--- src/rtl/arbitro_barrera.sv ---
// Barrier-lane arbiter for the parking lot: grants entry/exit round-robin,
// refuses entry when full and sequences the barrier open/hold/close.
module arbitro_barrera #(
    parameter int unsigned CAPACIDAD = 7,
    parameter int unsigned T_MOV     = 50,
    parameter int unsigned T_ESPERA  = 500,
    parameter int unsigned W_TMR     = 16
) (
    input  logic       clk,
    input  logic       rst,
    input  logic       req_in,
    input  logic       req_out,
    input  logic [2:0] autos,
    input  logic       entrada,
    input  logic       salida,
    output logic       barrera_abrir,
    output logic       gnt_in,
    output logic       gnt_out,
    output logic       ocupado,
    output logic       lleno,
    output logic       timeout,
    output logic       error_seq
);

    typedef enum logic [1:0] {StIdle, StAbriendo, StAbierta, StCerrando} estado_e;

    localparam logic [2:0]       Cap     = 3'(CAPACIDAD);
    localparam logic [W_TMR-1:0] MovLast = W_TMR'(T_MOV - 1);
    localparam logic [W_TMR-1:0] EspLast = W_TMR'(T_ESPERA - 1);

    estado_e          estado_q;
    logic [W_TMR-1:0] tmr_q;
    logic             ultimo_q;  // 1: last grant went to the exit lane

    logic ok_in, ok_out, pick_out, match, mismatch;

    always_comb begin
        ok_in    = req_in & (autos < Cap);
        ok_out   = req_out & (autos != 3'd0);
        // On a tie the lane opposite to the last grant wins
        pick_out = ok_out & (~ok_in | ~ultimo_q);
        match    = (entrada & gnt_in) | (salida & gnt_out);
        mismatch = (entrada & gnt_out) | (salida & gnt_in);
    end

    always_ff @(posedge clk or posedge rst) begin
        if (rst) begin
            estado_q      <= StIdle;
            tmr_q         <= '0;
            ultimo_q      <= 1'b1;
            barrera_abrir <= 1'b0;
            gnt_in        <= 1'b0;
            gnt_out       <= 1'b0;
            ocupado       <= 1'b0;
            lleno         <= 1'b0;
            timeout       <= 1'b0;
            error_seq     <= 1'b0;
        end else begin
            lleno   <= (autos >= Cap);
            timeout <= 1'b0;
            if (mismatch) begin
                error_seq <= 1'b1;
            end
            unique case (estado_q)
                StIdle: begin
                    if (ok_in || ok_out) begin
                        estado_q      <= StAbriendo;
                        tmr_q         <= '0;
                        gnt_in        <= ~pick_out;
                        gnt_out       <= pick_out;
                        ultimo_q      <= pick_out;
                        barrera_abrir <= 1'b1;
                        ocupado       <= 1'b1;
                    end
                end
                StAbriendo, StAbierta: begin
                    // A car may pass before the barrier is fully open
                    if (match) begin
                        estado_q      <= StCerrando;
                        tmr_q         <= '0;
                        barrera_abrir <= 1'b0;
                    end else if (estado_q == StAbriendo && tmr_q == MovLast) begin
                        estado_q <= StAbierta;
                        tmr_q    <= '0;
                    end else if (estado_q == StAbierta && tmr_q == EspLast) begin
                        estado_q      <= StCerrando;
                        tmr_q         <= '0;
                        barrera_abrir <= 1'b0;
                        timeout       <= 1'b1;
                    end else begin
                        tmr_q <= tmr_q + W_TMR'(1);
                    end
                end
                StCerrando: begin
                    if (tmr_q == MovLast) begin
                        estado_q <= StIdle;
                        tmr_q    <= '0;
                        gnt_in   <= 1'b0;
                        gnt_out  <= 1'b0;
                        ocupado  <= 1'b0;
                    end else begin
                        tmr_q <= tmr_q + W_TMR'(1);
                    end
                end
                default: estado_q <= StIdle;
            endcase
        end
    end

endmodule

--- config.mk ---
export PLATFORM = sky130hd
export DESIGN_NAME = arbitro_barrera
export DESIGN_NICKNAME = d
export VERILOG_FILES = /design/src/rtl/arbitro_barrera.sv
export SDC_FILE = /design/constraint.sdc
export NUM_CORES = 1
export LEC_CHECK = 0
export BUFFER_PORTS_ARGS = -buffer_cell sky130_fd_sc_hd__buf_2
export CAP_MARGIN = 15
export CORE_MARGIN = 2
export CORE_UTILIZATION = 25
export DETAILED_ROUTE_END_ITERATION = 12
export HOLD_SLACK_MARGIN = 0.1
export PLACE_DENSITY = 0.52
export SLEW_MARGIN = 20
export SYNTH_ARGS = -nofsm -noshare
export SYNTH_HDL_FRONTEND = slang
export SYNTH_SLANG_ARGS = --single-unit
--- constraint.sdc ---
create_clock -name clk -period 3.4 [get_ports clk]
set_input_delay 0.51 -clock clk [delete_from_list [all_inputs] [get_ports clk]]
set_output_delay 0.51 -clock clk [all_outputs]
set_load 0.01 [all_outputs]
==> metrics.txt, run 1 <==
clk_lat worst skew 0.27 ns; dominant cell type by area after synthesis dfrtp_1; Worst Skew 0.00267 ns; Fmax about 380 MHz; Hold Vio Cnt, Final 0; Antenna Nets Post-Route 0; Row Count 29; peak supply drop between 0.0002 and 0.00025 V; Reg2Reg Setup Slack 0.77 ns; count leader, synth dfrtp_1; post-synthesis sequential area ratio 39.6%; Area Overhead vs Synth 11.3%; Post-DP Area 1780 sq um; Hold Path Class primary input to async pin; root buffer cell clkbuf_8; DRT Wirelength 3740 um; Synth Instances 178; Crit-path slowest cell or4b_2; status completed; Worst EP required between 3 and 4 ns; Leak 0.773 nW; Commonest cells post-synth 25 x dfrtp_1, 24 x nand2_1, 12 x o21ai_0; H-tree Lvls 1; vias in the first global route 1,279; post-DP HPWL 2640 um; post-cts resize count 0; CTS clk-pin slew, worst paths 0.09 ns; Synth cell types 48; die area just over 7000 sq um; Yosys warnings 0; global placement routability congestion between 0.8 and 0.9; Max Cap Viol 0; number of nets in the layout 206; setup ws final 0.771 ns; GRT Util Overall 10.9%; Fill cells 652; flops & latches, synth 26; Synth top area share 38.0%; Post-synth top flop dfrtp_1; post-synthesis area per instance between 9 and 10 sq um; setup TNS 0 ns; register area roughly 650 sq um; CTS Hold Buffers Added 0; WS Path Type flop to flop; Mapped Nets 193; worst-path fanout max 20; DR pass1 iterations 4; RSZ-0062 raised after global routing false; Ports 16; TritonCTS clock tree yes; Layout Utilization 28.8%; Via density roughly 5.2; Setup crit end kind flop; peak per-stage delay on the critical path a little under 0.6 ns; delay-heaviest family, CP simple AND/OR/NAND/NOR gates; CP arrival about 2.8 ns; first-pass GRT wire length between 6000 and 7000 um; fin crit period 2.63 ns; Multi-input gate area between 800 and 900 sq um; Final setup viols 0; final non-filler cell area 1830 sq um; worst-path cell chain inv_1 -> ha_1 -> or4b_2 -> nor4_2 -> o22ai_2 -> a21oi_2 -> mux2_1; Async SR Flop Fraction 100%; worst slew pin tran roughly 0.91 ns; Total Power 1.11 mW; initial antenna violation count 0; Port Buffer Count 15; synth top area cells dfrtp_1 38%, nand2_1 5.5%, ha_1 4.6%; slew margin rel. 39.0%; total vias in the final route 1,400; Core Footprint approximately 6300 sq um; Post-synth EDFFs 0; clock sinks 26; pre-CTS setup slack 0.770 ns; share of cells above drive strength 1 between 10% and 20%; crit start category flop; grt total ovfl 0; post-synthesis instance area approximately 1600 sq um; crit share post-route between 70% and 80%; DR iter-0 viols 78; Post-CTS Setup Inserts 0; CTS buffer count 3; die width 85.1 um; power per cell area 605 nW/um^2; die height 85.1 um; drt wl/cell 14.0 um; Initial Utilization ~26%; Slew Limit Fails 0; antenna cell count 0; CTS Buffer Depth 2; Bufs and invs on worst path 1; largest net degree at the start of global routing 27; Remaining DRCs 0
-- power breakdown --
part / internal, mW / switching [mW] / total (mW) / leakage, nW
logic: 0.188 / 0.294 / 0.482 / 0.409
registers: 0.364 / 0.0563 / 0.421 / 0.335
clock network: 0.104 / 0.101 / 0.205 / 0.0288
-- metal layers --
metal | track usage [%] | vias to the layer above | part of all wire (%)
met5 | 0 | - | 0
met4 | 2.60 | 0 | 0.91
met3 | 2.63 | 5 | 3.0
met2 | 17.0 | 15 | 45
met1 | 15.3 | 684 | 51
li1 | - | 696 | -
-- through the flow --
stage / hold slack (ns) / instances
final: 0.285 / 267
after global routing: 0.319 / 267
after CTS: 0.477 / 267
after detailed placement: 0.472 / 263
after global placement: 0.461 / 263
after floorplan: 0.458 / 178
-- cell type report --
class,count,area share [%]
Tap cell,77,5.26
Sequential cell,26,35.6
Multi-Input combinational cell,132,48.9
Inverter,11,2.26
Clock buffer,4,3.01
Timing Repair Buffer,17,4.92
-- registers in the layout, summed over array words and instances, names as in the netlist --
name,cells
gnt_in,1
error_seq,1
ocupado,1
ultimo_q,1
tmr_q,16
barrera_abrir,1
gnt_out,1
timeout,1
estado_q,2
lleno,1
-- logic make-up (layout without fill, tap and decap cells) --
| group | count (synthesis) | in the layout | share of synthesized area, % |
|---|---|---|---|
| muxes | 3 | 3 | 1.90 |
| DFF | 26 | 26 | 39.6 |
| AOI/OAI and AO/OA | 48 | 48 | 21.1 |
| xor gates and xnor gates | 2 | 2 | 1.06 |
| buffers and inverters | 20 | 32 | 5.93 |
| and+or+nand+nor | 73 | 73 | 25.8 |
| adders and majority gates | 6 | 6 | 4.56 |
-- cells in the final DEF, fill, tap and decap left out, types with 2 or more instances in the layout --
cell,count
dfrtp_1,25
clkbuf_8,4
o22ai_1,5
and4_1,2
ha_1,6
o21ai_0,12
mux2i_1,2
a21oi_1,3
nand4_1,10
a31oi_1,6
nand3b_1,2
and2_1,5
nor3_1,2
a21boi_0,2
nand2_1,24
a21oi_2,2
o211ai_1,2
a22oi_1,2
nand3_1,6
buf_2,15
buf_4,2
inv_1,10
nor2_1,5
and3_1,6
a41oi_1,6
a41oi_2,2
-- worst paths after layout --
kind,start,endpoint,depth (start not counted)
max in group asynchronous,rst,tmr_q[10],2
min in group clk,salida,error_seq,2
worst max-delay path,estado_q[0],estado_q[1],7
worst min-delay path,rst,estado_q[0],2
worst min register to register,ultimo_q,ultimo_q,2
worst max register to register,estado_q[0],estado_q[1],7
-- worst reg2reg max path: stages, from the launching register on --
cell and delay, ns:
dfrtp_1 0.41, inv_1 0.10, ha_1 0.15, or4b_2 0.59, nor4_2 0.28, o22ai_2 0.37, a21oi_2 0.29, mux2_1 0.33
(Power assumes the default switching activity.)
==> inputs of run 2 (changes only) <==
Settings changed: PLACE_DENSITY 0.52 to 0.54.
Clock period 3.4 ns to 2.4 ns, I/O delays scaled along.
==> run 2 against run 1 <==
  * Flip-flop and latch count stayed put
  * Total power up 50%
  * Clock skew down 0.00098 ns
  * Sequential share of layout area down 2.1 points
  * Via count grew 3.1%
  * Cell count up 4.5%
  * Critical path depth stayed put
  * Clock power rose by 43%
  * Combinational power grew 63%
  * Die area unchanged
  * Critical path type unchanged
  * Critical endpoint unchanged
==> metrics.txt, run 2 (synthesis results as in run 1) <==
initial antenna violation count 0 (unchanged); clock sinks 26 (unchanged); worst slew pin tran 0.461 ns (was 0.915 ns); Via density 5.18 (was 5.24); GRT Util Overall 11.3% (was 10.9%); number of nets in the layout 218 (was 206); crit start category flop (unchanged); vias in the first global route 1,352 (was 1,279); Hold Path Class primary input to async pin (unchanged); total vias in the final route 1,444 (was 1,400); Max Used Layer met4 (unchanged); die area 7250 sq um (unchanged); met2 WL 1790 um (was 1680 um); Slew Limit Fails 0 (unchanged); die height 85.1 um (unchanged); Fmax 442 MHz (was 380 MHz); Setup crit end kind flop (unchanged); peak per-stage delay on the critical path 0.53 ns (was 0.59 ns); DR pass1 iterations 4 (unchanged); Leak 0.840 nW (was 0.773 nW); highest-count cells in the layout ignoring fill and taps 25 x dfrtp_1, 24 x nand2_1, 15 x buf_2 (unchanged); DRT Wirelength 3830 um (was 3740 um); Reg2Reg Setup Slack 0.14 ns (was 0.77 ns); largest net degree at the start of global routing 27 (unchanged); status completed (unchanged); max reg flops 16 (unchanged); power per cell area 857 nW/um^2 (was 605 nW/um^2); DR iter-0 viols 82 (was 78); DR WL met3 131 um (was 112 um); worst-path cell chain inv_1 -> ha_1 -> or4b_1 -> nor4_4 -> o22ai_2 -> a21oi_2 -> mux2_1 (was inv_1 -> ha_1 -> or4b_2 -> nor4_2 -> o22ai_2 -> a21oi_2 -> mux2_1); Antenna Nets Post-Route 0 (unchanged); first-pass GRT wire length 6550 um (was 6470 um); worst-path fanout max 4 (was 20); commonest non-fill, non-tap cell in the layout dfrtp_1 (unchanged); peak supply drop 0.000484 V (was 0.000238 V); Layout Utilization 30.6% (was 28.8%); global placement routability congestion 0.810 (was 0.800); Top Registers tmr_q (16), estado_q (2) (unchanged); slew margin rel. 69.2% (was 39.0%); CTS buffer count 3 (unchanged); met1 wire length 1860 um (was 1910 um); setup TNS 0 ns (unchanged); Core Footprint 6350 sq um (unchanged); Reg with most FFs tmr_q (unchanged); grt total ovfl 0 (unchanged); fin crit period 2.26 ns (was 2.63 ns); Row Count 29 (unchanged); root buffer cell clkbuf_8 (unchanged); Worst EP required 2.57 ns (was 3.57 ns); TritonCTS clock tree yes (unchanged); CP arrival 2.43 ns (was 2.79 ns); post-DP HPWL 2720 um (was 2640 um); worst reg2reg path depth 7 (unchanged); Final setup viols 0 (unchanged); H-tree Lvls 1 (unchanged); crit share post-route 94.2% (was 77.3%); WS Path Type flop to flop (unchanged); Area Overhead vs Synth 18.1% (was 11.3%); antenna cell count 0 (unchanged); drt wl/cell 13.7 um (was 14.0 um); Port Buffer Count 15 (unchanged); reg2reg start tmr_q[1] (was estado_q[0]); delay-heaviest family, CP simple AND/OR/NAND/NOR gates (unchanged); Total Power 1.67 mW (was 1.11 mW); Initial Utilization 25.9% (unchanged); Min Hold Slack 0.118 ns (was 0.285 ns); share of cells above drive strength 1 22.3% (was 17.4%); CTS Buffer Depth 2 (unchanged); CTS clk-pin slew, worst paths 0.09 ns (about the same); Crit-path slowest cell or4b_1 (was or4b_2); Worst Skew 0.00169 ns (was 0.00267 ns); Bufs and invs on worst path 1 (unchanged); Ports 16 (unchanged); clk_lat worst skew 0.28 ns (was 0.27 ns); die width 85.1 um (unchanged); Hold Vio Cnt, Final 0 (unchanged); RR Endpoint estado_q[1] (unchanged); Remaining DRCs 0 (unchanged); RSZ-0062 raised after global routing false (unchanged); Max Cap Viol 0 (unchanged)
==> run 2: cell types whose count changed in the layout (fill, tap and decap cells not counted), sizes merged <==
cell / delta
buf: +12
==> run 2: power breakdown <==
group / switching (mW) / total, mW / internal (mW)
clock network: 0.147 / 0.294 / 0.147
registers: 0.0671 / 0.583 / 0.516
logic: 0.449 / 0.788 / 0.339
==> run 2: layout make-up <==
class | instances | area (sq um)
flip-flops and latches | 26 | 652
repair buffers | 29 | 184
clock buffers | 4 | 55.1
inverters | 11 | 41.3
fillers | 668 | 4410
multi-input cells | 132 | 915
well taps | 77 | 96.3
==> run 2: worst max path at each step <==
| stage | slack (ns) | endpoint | cells past startpoint | from |
|---|---|---|---|---|
| final | 0.14 | estado_q[1] | 7 | tmr_q[1] |
| after global routing | 0.003 | estado_q[1] | 7 | tmr_q[1] |
| after CTS | 0.04 | estado_q[1] | 7 | estado_q[0] |
| after detailed placement | 0.05 | estado_q[1] | 7 | estado_q[0] |
| after global placement | 0.15 | estado_q[1] | 7 | estado_q[0] |
| after floorplan | 0.22 | estado_q[1] | 7 | estado_q[0] |
==> run 2: through the flow <==
stage / setup slack [ns] / cell area (sq um) / instances
5_1_grt: 0.00323 / 1940 / 279
3_3_place_gp: 0.148 / 1850 / 273
2_1_floorplan: 0.216 / 1650 / 178
3_5_place_dp: 0.0530 / 1850 / 273
4_1_cts: 0.0376 / 1910 / 277
6_report: 0.138 / 1940 / 279
==> run 2: routing by layer <==
| layer | global-route usage [%] | vias to the layer above |
|---|---|---|
| met3 | 2.33 | 5 |
| li1 | - | 719 |
| met5 | 0 | - |
| met2 | 17.8 | 20 |
| met1 | 15.6 | 700 |
| met4 | 3.46 | 0 |
==> run 2: timing repair <==
action,in CTS,in global routing
hold endpoints to repair,0,0
hold buffers,0,0
setup endpoints to repair,0,14
gates resized for setup,0,4
setup buffers,0,2
==> run 2: worst reg2reg max path: cells and delay by family (launching register included) <==
family                     cells  cell delay [ns]
and+or+nand+nor                2             0.78
DFF                            1             0.41
AOI/OAI and AO/OA              2             0.38
muxes                          1             0.33
adders and majority gates      1             0.15
buffers and inverters          1             0.08
==> inputs of run 3 (changes only) <==
Settings changed: GPL_TIMING_DRIVEN set to 0.
==> run 3 against run 2 <==
  * Global-route usage grew 0.55 points
  * Non-clock buffer count shrank 4
  * Register-to-register slack is essentially flat
  * Total power grew 0.47%
  * Highest routed layer unchanged
  * Worst setup slack gained 0.0055 ns
  * Via count grew 0.83%
==> metrics.txt, run 3 (synthesis results as in run 1) <==
grt total ovfl 0 (unchanged); worst slew pin tran 0.648 ns (was 0.461 ns); TritonCTS clock tree yes (unchanged); Reg with most FFs tmr_q (unchanged); Hold Path Class primary input to async pin (unchanged); Total Power 1.67 mW (about the same); initial antenna violation count 0 (unchanged); CTS Buffer Depth 2 (unchanged); Comb power frac 46.9% (was 47.3%); status completed (unchanged); Sw Ratio 40.4% (was 39.8%); register area 652 sq um (unchanged); WS Path Type flop to flop (unchanged); Core Footprint 6350 sq um (unchanged); commonest non-fill, non-tap cell in the layout dfrtp_1 (unchanged); post-DP HPWL 2810 um (was 2720 um); number of nets in the layout 214 (was 218); Ports 16 (unchanged); Multi-input gate area 908 sq um (was 915 sq um); Max Cap Viol 0 (unchanged); DRT Wirelength 3960 um (was 3830 um); crit share post-route 94.0% (was 94.2%); H-tree Lvls 1 (unchanged); die width 85.1 um (unchanged); Antenna Nets Post-Route 0 (unchanged); Fill cells 649 (was 668); Reg2Reg Setup Slack 0.14 ns (about the same); global placement routability congestion 0.764 (was 0.810); Final setup viols 0 (unchanged); clock sinks 26 (unchanged); Setup crit end kind flop (unchanged); total internal power 997 uW (was 1.00 mW); peak per-stage delay on the critical path 0.62 ns (was 0.53 ns); CTS Hold Buffers Added 0 (unchanged); die height 85.1 um (unchanged); Fmax 443 MHz (was 442 MHz); largest net degree at the start of global routing 27 (unchanged); Row Count 29 (unchanged); crit start category flop (unchanged); Port Buffer Count 15 (unchanged); vias in the first global route 1,429 (was 1,352); Top Registers tmr_q (16), estado_q (2) (unchanged); share of cells above drive strength 1 18.7% (was 22.3%); antenna cell count 0 (unchanged); slew margin rel. 56.5% (was 69.2%); root buffer cell clkbuf_8 (unchanged); Initial Utilization 25.9% (unchanged); clock power share 17.6% (was 17.7%); Worst Skew 0.00590 ns (was 0.00169 ns); Leak 0.801 nW (was 0.840 nW); total vias in the final route 1,456 (was 1,444); clk_lat worst skew 0.27 ns (was 0.28 ns); highest-count cells in the layout ignoring fill and taps 25 x dfrtp_1, 24 x nand2_1, 18 x buf_2 (was 25 x dfrtp_1, 24 x nand2_1, 15 x buf_2); setup TNS 0 ns (unchanged); power per cell area 885 nW/um^2 (was 857 nW/um^2); first-pass GRT wire length 6890 um (was 6550 um); GRT Util Overall 11.8% (was 11.3%); DR pass1 iterations 4 (unchanged); CTS buffer count 3 (unchanged); RSZ-0062 raised after global routing false (unchanged); sw power 677 uW (was 663 uW); Reg power frac 35.5% (was 35.0%); die area 7250 sq um (unchanged); CTS clk-pin slew, worst paths 0.10 ns (was 0.09 ns); Slew Limit Fails 0 (unchanged); Worst EP required 2.55 ns (was 2.57 ns); worst-path cell chain or4_4 -> nor4_4 -> o22ai_2 -> buf_6 -> buf_8 -> nand4_1 -> a31oi_1 (was inv_1 -> ha_1 -> or4b_1 -> nor4_4 -> o22ai_2 -> a21oi_2 -> mux2_1); Remaining DRCs 0 (unchanged); CP arrival 2.41 ns (was 2.43 ns); drt wl/cell 14.4 um (was 13.7 um); fin crit period 2.26 ns (about the same); Area Overhead vs Synth 15.0% (was 18.1%); worst-path fanout max 10 (was 4); peak supply drop 0.000310 V (was 0.000484 V); Hold Vio Cnt, Final 0 (unchanged); Crit-path slowest cell or4_4 (was or4b_1); DR iter-0 viols 48 (was 82); Via density 5.29 (was 5.18); max reg flops 16 (unchanged)
## run 3: changes by cell type in the layout (fill, tap and decap cells not counted)
cell | previous run | this run
buf_2 | 15 | 18
buf_4 | 13 | 1
buf_8 | 0 | 1
clkbuf_1 | 0 | 4
inv_1 | 11 | 10
inv_2 | 0 | 1
nor4_1 | 0 | 1
nor4_2 | 1 | 0
## run 3: stage by stage
stage	worst slack (ns)	utilization, %	cell area [sq um]	std cells	hold WS [ns]
after floorplan	0.216	-	1650	178	0.399
after global placement	0.0437	28.6	1820	270	0.461
after detailed placement	0.0435	28.6	1820	270	0.461
after CTS	0.00811	29.5	1870	274	0.330
after global routing	0.0257	29.8	1890	275	0.171
final	0.144	29.8	1890	275	0.124
## run 3: area by class of cell
cell class / count / share of cell area [%]
Sequential cell: 26 / 34.5
Multi-Input combinational cell: 132 / 48.0
Inverter: 11 / 2.18
Tap cell: 77 / 5.09
Buffer: 9 / 2.98
Clock buffer: 4 / 2.91
Timing Repair Buffer: 16 / 4.37
## run 3: power by group through the flow
stage | clock network [mW] | registers (mW) | logic, mW
detailed placement | 0 | 0.605 | 0.787
CTS | 0.308 | 0.596 | 0.793
floorplan | 0 | 0.593 | 0.599
global route | 0.319 | 0.609 | 0.886
global placement | 0 | 0.602 | 0.779
finish | 0.295 | 0.594 | 0.785
## run 3: final timing paths
kind,start,end,cells past startpoint
worst max-delay path,tmr_q[3],tmr_q[9],7
worst min-delay path,rst,tmr_q[3],2
worst max register to register,tmr_q[3],tmr_q[9],7
worst min register to register,ultimo_q,ultimo_q,2
max in group asynchronous,rst,ultimo_q,2
min in group clk,salida,error_seq,2
## run 3: metal layers
layer	share of wire (%)	global-route usage (%)	vias up
met5	0	0	-
met4	1.5	3.46	0
met3	3.2	2.72	4
met2	46	19.5	29
met1	49	15.5	713
li1	-	-	710
## run 3: worst max-delay path, delay by kind of cell (launching register included)
family                 cells  cell delay [ns]
AO/OA/AOI/OAI              2             0.25
flip-flops                 1             0.47
AND/OR/NAND/NOR            3             1.09
buffers and inverters      2             0.33
## run 3: what timing repair did
item	in CTS	in global routing
setup buffers	0	1
endpoints found under the hold margin	0	0
setup endpoints to repair	0	17
gates resized for setup	0	2
